==> src/rtl/mips_mc_ctrl.sv <==
// mips_mc_ctrl: multi-cycle MIPS main control FSM with memory wait handling.
// Optional perf counters (retired_cnt, stall_cnt) when MIPS_CTRL_PERF_EN is defined.
module mips_mc_ctrl #(
  parameter int MEM_WAIT_MAX = 15,
  parameter int WAIT_W       = 4
) (
  input  logic        clk,
  input  logic        rst_n,
  input  logic [5:0]  opcode,
  input  logic [5:0]  funct,
  input  logic        zero,
  input  logic        mem_ready,
  output logic        pc_en,
  output logic        iord,
  output logic        mem_read,
  output logic        mem_write,
  output logic        ir_write,
  output logic        reg_write,
  output logic        reg_dst,
  output logic        mem_to_reg,
  output logic        alu_src_a,
  output logic [1:0]  alu_src_b,
  output logic [3:0]  alu_ctrl,
  output logic [1:0]  pc_src,
  output logic        instr_done,
  output logic        illegal,
  output logic        mem_timeout,
  output logic [3:0]  state_o
`ifdef MIPS_CTRL_PERF_EN
  ,
  output logic [31:0] retired_cnt,
  output logic [31:0] stall_cnt
`endif
);

  localparam logic [5:0] OP_RT   = 6'b000000;
  localparam logic [5:0] OP_J    = 6'b000010;
  localparam logic [5:0] OP_BEQ  = 6'b000100;
  localparam logic [5:0] OP_BNE  = 6'b000101;
  localparam logic [5:0] OP_ADDI = 6'b001000;
  localparam logic [5:0] OP_LW   = 6'b100011;
  localparam logic [5:0] OP_SW   = 6'b101011;

  localparam logic [5:0] FN_ADD = 6'h20;
  localparam logic [5:0] FN_SUB = 6'h22;
  localparam logic [5:0] FN_AND = 6'h24;
  localparam logic [5:0] FN_OR  = 6'h25;
  localparam logic [5:0] FN_XOR = 6'h26;
  localparam logic [5:0] FN_NOR = 6'h27;
  localparam logic [5:0] FN_SLT = 6'h2A;

  localparam logic [3:0] ALU_AND = 4'd0;
  localparam logic [3:0] ALU_OR  = 4'd1;
  localparam logic [3:0] ALU_ADD = 4'd2;
  localparam logic [3:0] ALU_SUB = 4'd6;
  localparam logic [3:0] ALU_SLT = 4'd7;
  localparam logic [3:0] ALU_NOR = 4'd12;
  localparam logic [3:0] ALU_XOR = 4'd13;

  localparam logic [WAIT_W-1:0] WAIT_LIM = WAIT_W'(MEM_WAIT_MAX);

  typedef enum logic [3:0] {
    S_FETCH  = 4'd0,
    S_DECODE = 4'd1,
    S_MEMADR = 4'd2,
    S_MEMRD  = 4'd3,
    S_MEMWB  = 4'd4,
    S_MEMWR  = 4'd5,
    S_REX    = 4'd6,
    S_RWB    = 4'd7,
    S_IEX    = 4'd8,
    S_IWB    = 4'd9,
    S_BR     = 4'd10,
    S_JMP    = 4'd11
  } state_t;

  state_t            state_q, state_d;
  logic [WAIT_W-1:0] wait_q, wait_d;
  logic              tmo_q, tmo_d;
  logic              mem_st;
  logic              wait_inc;
  logic              tmo_hit;

  logic       pc_en_c, iord_c, mem_read_c, mem_write_c;
  logic       ir_write_c, reg_write_c, reg_dst_c, mem_to_reg_c;
  logic       alu_src_a_c, instr_done_c, illegal_c;
  logic [1:0] alu_src_b_c, pc_src_c;
  logic [3:0] alu_ctrl_c;

  // State, wait counter and sticky timeout registers
  always_ff @(posedge clk) begin
    if (!rst_n) begin
      state_q <= S_FETCH;
      wait_q  <= '0;
      tmo_q   <= 1'b0;
    end else begin
      state_q <= state_d;
      wait_q  <= wait_d;
      tmo_q   <= tmo_d;
    end
  end

  // Wait counter: counts stalled cycles in memory states, flags timeout
  always_comb begin
    mem_st   = (state_q == S_FETCH) || (state_q == S_MEMRD) ||
               (state_q == S_MEMWR);
    wait_d   = '0;
    wait_inc = 1'b0;
    tmo_hit  = 1'b0;
    tmo_d    = tmo_q;
    if (mem_st && !mem_ready) begin
      if (wait_q == WAIT_LIM) begin
        tmo_hit = 1'b1;
        tmo_d   = 1'b1;
      end else begin
        wait_d   = wait_q + WAIT_W'(1);
        wait_inc = 1'b1;
      end
    end
  end

  // Next-state and Moore outputs (BR pc_en and ready-qualified strobes are Mealy)
  always_comb begin
    state_d      = state_q;
    pc_en_c      = 1'b0;
    iord_c       = 1'b0;
    mem_read_c   = 1'b0;
    mem_write_c  = 1'b0;
    ir_write_c   = 1'b0;
    reg_write_c  = 1'b0;
    reg_dst_c    = 1'b0;
    mem_to_reg_c = 1'b0;
    alu_src_a_c  = 1'b0;
    alu_src_b_c  = 2'b00;
    alu_ctrl_c   = ALU_AND;
    pc_src_c     = 2'b00;
    instr_done_c = 1'b0;
    illegal_c    = 1'b0;
    unique case (state_q)
      S_FETCH: begin
        mem_read_c  = 1'b1;
        alu_ctrl_c  = ALU_ADD;
        alu_src_b_c = 2'b01;
        ir_write_c  = mem_ready;
        pc_en_c     = mem_ready;
        if (mem_ready) state_d = S_DECODE;
      end
      S_DECODE: begin
        alu_src_b_c = 2'b11;
        alu_ctrl_c  = ALU_ADD;
        unique case (opcode)
          OP_LW, OP_SW:   state_d = S_MEMADR;
          OP_RT:          state_d = S_REX;
          OP_ADDI:        state_d = S_IEX;
          OP_BEQ, OP_BNE: state_d = S_BR;
          OP_J:           state_d = S_JMP;
          default: begin
            state_d   = S_FETCH;
            illegal_c = 1'b1;
          end
        endcase
      end
      S_MEMADR: begin
        alu_src_a_c = 1'b1;
        alu_src_b_c = 2'b10;
        alu_ctrl_c  = ALU_ADD;
        state_d     = (opcode == OP_SW) ? S_MEMWR : S_MEMRD;
      end
      S_MEMRD: begin
        iord_c     = 1'b1;
        mem_read_c = 1'b1;
        if (mem_ready) state_d = S_MEMWB;
      end
      S_MEMWB: begin
        reg_write_c  = 1'b1;
        mem_to_reg_c = 1'b1;
        instr_done_c = 1'b1;
        state_d      = S_FETCH;
      end
      S_MEMWR: begin
        iord_c       = 1'b1;
        mem_write_c  = 1'b1;
        instr_done_c = mem_ready;
        if (mem_ready) state_d = S_FETCH;
      end
      S_REX: begin
        alu_src_a_c = 1'b1;
        alu_src_b_c = 2'b00;
        state_d     = S_RWB;
        unique case (funct)
          FN_ADD: alu_ctrl_c = ALU_ADD;
          FN_SUB: alu_ctrl_c = ALU_SUB;
          FN_AND: alu_ctrl_c = ALU_AND;
          FN_OR:  alu_ctrl_c = ALU_OR;
          FN_NOR: alu_ctrl_c = ALU_NOR;
          FN_XOR: alu_ctrl_c = ALU_XOR;
          FN_SLT: alu_ctrl_c = ALU_SLT;
          default: begin
            alu_ctrl_c = ALU_ADD;
            illegal_c  = 1'b1;
            state_d    = S_FETCH;
          end
        endcase
      end
      S_RWB: begin
        reg_write_c  = 1'b1;
        reg_dst_c    = 1'b1;
        instr_done_c = 1'b1;
        state_d      = S_FETCH;
      end
      S_IEX: begin
        alu_src_a_c = 1'b1;
        alu_src_b_c = 2'b10;
        alu_ctrl_c  = ALU_ADD;
        state_d     = S_IWB;
      end
      S_IWB: begin
        reg_write_c  = 1'b1;
        instr_done_c = 1'b1;
        state_d      = S_FETCH;
      end
      S_BR: begin
        alu_src_a_c  = 1'b1;
        alu_src_b_c  = 2'b00;
        alu_ctrl_c   = ALU_SUB;
        pc_src_c     = 2'b01;
        instr_done_c = 1'b1;
        pc_en_c      = (opcode == OP_BNE) ? ~zero : zero;
        state_d      = S_FETCH;
      end
      S_JMP: begin
        pc_src_c     = 2'b10;
        pc_en_c      = 1'b1;
        instr_done_c = 1'b1;
        state_d      = S_FETCH;
      end
      default: state_d = S_FETCH;
    endcase
    // A stalled memory access past the limit abandons the instruction
    if (tmo_hit) state_d = S_FETCH;
  end

  // Outputs are held inactive while reset is asserted
  assign pc_en       = rst_n & pc_en_c;
  assign iord        = rst_n & iord_c;
  assign mem_read    = rst_n & mem_read_c;
  assign mem_write   = rst_n & mem_write_c;
  assign ir_write    = rst_n & ir_write_c;
  assign reg_write   = rst_n & reg_write_c;
  assign reg_dst     = rst_n & reg_dst_c;
  assign mem_to_reg  = rst_n & mem_to_reg_c;
  assign alu_src_a   = rst_n & alu_src_a_c;
  assign alu_src_b   = rst_n ? alu_src_b_c : 2'b00;
  assign alu_ctrl    = rst_n ? alu_ctrl_c : 4'd0;
  assign pc_src      = rst_n ? pc_src_c : 2'b00;
  assign instr_done  = rst_n & instr_done_c;
  assign illegal     = rst_n & illegal_c;
  assign mem_timeout = rst_n & tmo_q;
  assign state_o     = rst_n ? state_q : 4'd0;

`ifdef MIPS_CTRL_PERF_EN
  logic [31:0] retired_q, stall_q;

  // Retired-instruction and memory-stall counters, free-running wrap
  always_ff @(posedge clk) begin
    if (!rst_n) begin
      retired_q <= '0;
      stall_q   <= '0;
    end else begin
      if (instr_done_c) retired_q <= retired_q + 32'd1;
      if (wait_inc)     stall_q   <= stall_q + 32'd1;
    end
  end

  assign retired_cnt = retired_q;
  assign stall_cnt   = stall_q;
`endif

endmodule

==> config.mk <==
export PLATFORM = sky130hd
export DESIGN_NAME = mips_mc_ctrl
export DESIGN_NICKNAME = d
export VERILOG_FILES = /design/src/rtl/mips_mc_ctrl.sv
export SDC_FILE = /design/constraint.sdc
export NUM_CORES = 1
export LEC_CHECK = 0
export CORE_MARGIN = 1
export CORE_UTILIZATION = 48
export CTS_CLUSTER_DIAMETER = 60
export DETAILED_ROUTE_END_ITERATION = 7
export PLACE_DENSITY_LB_ADDON = 0.12
export SLEW_MARGIN = 0
export SYNTH_ARGS = -nofsm -noshare
export SYNTH_HDL_FRONTEND = slang
export SYNTH_SLANG_ARGS = --single-unit
==> constraint.sdc <==
create_clock -name clk -period 3.59 [get_ports clk]
set_input_delay 0.359 -clock clk [delete_from_list [all_inputs] [get_ports clk]]
set_output_delay 0.359 -clock clk [all_outputs]
set_load 0.005 [all_outputs]
======== Yosys cells after proc, flatten, opt, wreduce, memory -nomap -nowiden ========
Index checks and enable logic that the tools add are counted.
storage, ports and cells
  bits in registers ....................... 9
  input port bits ......................... 16
  output and inout port bits .............. 24
  word-level logic and storage cells ...... 99
cells by class
  add/subtract/negate cells ............... 1
  equality and inequality tests ........... 28
  multiplexer cells ....................... 31
  bitwise operators ....................... 15
  reductions and logical operators ........ 21
operator list
  cell                   number
  $eq A6 B6 Y1 const B   9
  $pmux W4 S7            1
  $pmux W4 S6            1
  $eq A4 B4 Y1 const B   5
  $mux W4                5
  $pmux W4 S5            1
  $eq A4 B3 Y1 const B   4
  $reduce_or A7 Y1       2
  $mux W1                13
  $and A1 B1 Y1          12
  $eq A6 B3 Y1 const B   2
  $pmux W4 S3            1
  $reduce_or A2 Y1       6
  $eq A4 B2 Y1 const B   2
  $reduce_or A4 Y1       2
  $eq A6 B2 Y1 const B   1
  $eq A6 B4 Y1 const B   1
  $logic_not A6 Y1       1
  $mux W3                2
  $ne A2 B2 Y1 const B   3
  $pmux W2 S3            1
  $reduce_or A3 Y1       2
  $reduce_or A5 Y1       1
  $add A4 B1 Y4 const B  1
  other kinds (12)       17

======== Depth between registers and ports, before layout ========
  depth after elaboration ................. 6
  depth in mapped cells ................... 6
  mapped depth without buffers ............ 4

======== Least setup slack after synthesis ========
No wires, ideal clock.
  kind .................................... input to output
  start ................................... input port opcode[3]
  end ..................................... output port pc_en
  arrival ................................. 1284 ps
  required time ........................... 3231 ps
  setup slack ............................. 1947 ps
  stages on the path ...................... 5
  path through ............................ clkbuf_1 > nor4b_1 > a31oi_1 > o31ai_1 > nand2b_1
between the ends
  word-level cells in the longest chain between the ends .. 4
ends and longest elaborated chain
  item           line  text
  from (decl)    9     input logic [5:0] opcode,
  $eq A6 B3 Y1   228   pc_en_c = (opcode == OP_BNE) ? ~zero : zero;
  $mux W1        228
  $pmux W1 S3    139   unique case (state_q)
  $and A1 B1 Y1  244   assign pc_en = rst_n & pc_en_c;
  to (decl)      13    output logic pc_en,
Every way passes these cells.

======== Worst setup path after layout ========
  start ................................... register state_q[1]
  end ..................................... output port alu_ctrl[2]
between the ends
  word-level cells in the longest chain between the ends .. 4
  elaborated cells on any way between the ends .. 9
ends and longest elaborated chain
  item                                  line  text
  from (decl)                           77    state_t state_q, state_d;
  from (signal assigned)                97    state_q <= state_d;
  $eq A4 B1 Y1 (tied with other cells)  139
  $reduce_or A4 Y1 (no line)            -
  $pmux W4 S3 *                         139
  $mux W4 *                             254   assign alu_ctrl = rst_n ? alu_ctrl_c : 4'd0;
  to (decl)                             23    output logic [3:0] alu_ctrl,
Mark *: on every way between the ends. The rest lies on a longest branch, timed or not.

==> summary.md <==
| Metric | Value |
|---|---|
| CP Data Required Time | 3.23 ns |
| CTS buffer count | 3 |
| Final setup violation count | 0 |
| Count of hold-fix buffers inserted at cts | 0 |
| Count of maximum capacitance violations | 0 |
| Inserted Diodes | 0 |
| Post-Route Setup TNS | 0 ns |
| Most used flip-flop cell after synthesis | sky130_fd_sc_hd__dfxtp_1 |
| Fraction of registers with async set/reset | 0% |
| Core Box Area | 2040 µm² |
| Number of hold violations in the final report | 0 |
| Worst supply voltage drop on vdd | 0.283 mV |
| I/O pin count | 40 |
| Unique masters post-synth | 51 |
| Maximum number of pins on one net before global-route repair | 25 |
| Via Count | 1274 |
| Residual DRC | 0 |
| Clock latency reported for the late side of the worst-skew pair | 0.27 ns |
| DIE AREA | 2430 µm² |
| Die boundary height | 49.3 µm |
| Clock skew after layout | 0.00780 ns |
| Num rows | 16 |
| Routability-driven placement congestion ratio | 0.881 |
| Count of state elements after synthesis | 9 |
| Period utilisation layout | 77.3% |
| Global router's overall resource usage | 27.2% |
| Initial standard-cell utilization of the core | 52.6% |
| Class of the most critical hold timing path | reg -> reg |
| Type of element capturing the critical path | output port |
| CP Data Arrival Time | 2.42 ns |
| CTS Root Cell | sky130_fd_sc_hd__clkbuf_4 |
| CTS Sinks | 9 |
| Initial DRT Pass Iterations | 4 |
| Wire length of the first global-routing pass | 5120 µm |
| Filler Cell Count | 186 |
| Crit-path max FO | 20 |
| Gr ovfl total | 0 |
| Biggest area contributors in the synthesized netlist | sky130_fd_sc_hd__dfxtp_1, sky130_fd_sc_hd__nor2_1, sky130_fd_sc_hd__nand2b_1 |
| Final min period | 2.78 ns |
| Average footprint of a synthesized cell | 7.02 µm² |
| Startpoint types | flop |
| Sequential-to-total area share from yosys stat | 16.8% |
| Number of post-CTS setup repair buffers | 0 |
| Vias/cell | 6.01 |
| Share of the synthesized area in the top cell type | 16.8% |
| Number of global-route vias before repair | 1154 |
| Syn. warnings | 0 |
| Number of design-rule violations left by the first detailed-router iteration | 57 |
| Number of synthesized flops with an enable pin | 0 |
| Number of slew-limit violations in the final report | 0 |
| Util after Layout | 72.0% |
| Syn Nets | 170 |
| Average wire per standard cell | 14.5 µm |
| Actual slew at the worst max-slew pin | 0.856 ns |
| P_leak | 0.000524 µW |
| Worst slew margin | 42.9% |
| Power density normalized to cell area | 254 nW/µm² |
| Fraction of final layout cells sized beyond drive strength 1 | 7.03% |
| Final WL | 3070 µm |
| HPWL reported at the end of detailed placement | 2340 µm |
| Cells resized by post-CTS repair | 0 |
| Initial antenna violation count | 0 |
| Synthesized instance count | 153 |
| Clock-pin slew reported for the worst setup and hold paths after clock tree synthesis | 0.06 ns |
| Critical path class | reg -> out |
| Timing-limited maximum frequency | 360 MHz |
| P&R area growth vs syn | 36.8% |
| RSZ-0062 raised after global routing | no |
| Result of the run | completed |
| Number of input and output port buffers inserted | 39 |
| Die outline width | 49.3 µm |
| Area leader, netlist | sky130_fd_sc_hd__dfxtp_1 |
| Maximum clock insertion buffer count | 2 |
| Antenna Violating Nets Remaining | 0 |
| CTS tree | done |
| Final nets | 203 |
| Count of H-tree levels built during CTS | 1 |
| Mapped cell area | 1070 µm² |
layer usage:
metal / vias up / share of wire (%) / global-route usage, % / wire length, µm
met2: 58 / 50 / 50.7 / 1540
met5: - / 0 / 0 / 0
met3: 5 / 6.3 / 1.87 / 192
li1: 623 / - / - / -
met1: 588 / 42 / 31.3 / 1280
met4: 0 / 1.7 / 11.8 / 51
placed cells by master, fill, tap and decap left out, types with 4 or more instances in the layout:
cell type,synthesis,final
sky130_fd_sc_hd__inv_1,8,8
sky130_fd_sc_hd__nand2_1,10,10
sky130_fd_sc_hd__nor4_1,4,4
sky130_fd_sc_hd__clkdlybuf4s50_1,0,39
sky130_fd_sc_hd__nand2b_1,9,9
sky130_fd_sc_hd__nor2_1,20,20
sky130_fd_sc_hd__dfxtp_1,9,9
sky130_fd_sc_hd__nor3_1,10,10
sky130_fd_sc_hd__a21oi_1,6,6
sky130_fd_sc_hd__o21ai_0,5,5
sky130_fd_sc_hd__nand3_1,4,4
state kept, by name, summed over array words and instances, names as in the netlist:
signal / cells
state_q: 4
wait_q: 4
tmo_q: 1
where the power goes:
group          internal (µW)  switching, µW
Clock                   43.0           37.4
Combinational           86.6           72.7
Sequential               106           27.7
through the flow:
step / power, µW / setup slack [ns] / area (µm²) / std cells / hold WS, ns
finish: 373 / 0.814 / 1470 / 212 / 0.464
global route: 398 / 0.638 / 1470 / 212 / 0.492
CTS: 375 / 0.864 / 1470 / 212 / 0.468
detailed placement: 294 / 0.872 / 1440 / 208 / 0.455
global placement: 289 / 0.967 / 1440 / 208 / 0.433
floorplan: 228 / 1.95 / 1070 / 153 / 0.418
synthesized netlist by cell type (2+ instances only):
cell / count
sky130_fd_sc_hd__nor3b_1: 2
sky130_fd_sc_hd__nor2b_1: 3
sky130_fd_sc_hd__nand2_1: 10
sky130_fd_sc_hd__and3_1: 3
sky130_fd_sc_hd__and2_1: 3
sky130_fd_sc_hd__xor2_1: 3
sky130_fd_sc_hd__nand3b_1: 3
sky130_fd_sc_hd__xnor2_1: 2
sky130_fd_sc_hd__nand2b_1: 9
sky130_fd_sc_hd__nor3_1: 10
sky130_fd_sc_hd__inv_1: 8
sky130_fd_sc_hd__nand4_1: 3
sky130_fd_sc_hd__clkbuf_1: 4
sky130_fd_sc_hd__a31oi_1: 2
sky130_fd_sc_hd__buf_2: 5
sky130_fd_sc_hd__a21o_1: 3
sky130_fd_sc_hd__o21ai_0: 5
sky130_fd_sc_hd__o21a_1: 2
sky130_fd_sc_hd__nor2_1: 20
sky130_fd_sc_hd__nor4_1: 4
sky130_fd_sc_hd__dfxtp_1: 9
sky130_fd_sc_hd__a21oi_1: 6
sky130_fd_sc_hd__nand3_1: 4
sky130_fd_sc_hd__a2111oi_0: 2
sky130_fd_sc_hd__a211oi_1: 2
critical path, stage by stage (launching register included):
cell and delay [ns]:
sky130_fd_sc_hd__dfxtp_1 0.88, sky130_fd_sc_hd__nand3_1 0.21, sky130_fd_sc_hd__nor4_1 0.34, sky130_fd_sc_hd__a31o_2 0.22
sky130_fd_sc_hd__clkdlybuf4s50_1 0.49
layout make-up:
class                           instances  area [µm²]  share of cell area, %
Multi-Input combinational cell        125         810                   55.1
Timing Repair Buffer                   39         390                   26.6
Sequential cell                         9         180                   12.3
Tap cell                               27        33.8                   2.30
Inverter                                8        30.0                   2.04
Clock buffer                            4        26.3                   1.79
logic make-up after synthesis:
| group | after synthesis | synth area share (%) |
|---|---|---|
| fa+ha+maj | 1 | 1.16 |
| simple gates | 81 | 42.7 |
| xor+xnor | 6 | 5.59 |
| compound gates | 37 | 25.8 |
| buf+inv | 19 | 7.92 |
| flops | 9 | 16.8 |
path summary, 6_finish.rpt:
| kind | cells past startpoint | slack (ns) | end | from |
|---|---|---|---|---|
| worst min register to register | 1 | 0.46 | wait_q[0] | wait_q[0] |
| worst max-delay path | 4 | 0.81 | alu_ctrl[2] | state_q[1] |
| worst min-delay path | 1 | 0.46 | wait_q[0] | wait_q[0] |
| worst max register to register | 4 | 1.65 | state_q[0] | state_q[1] |
(Power assumes the default switching activity.)
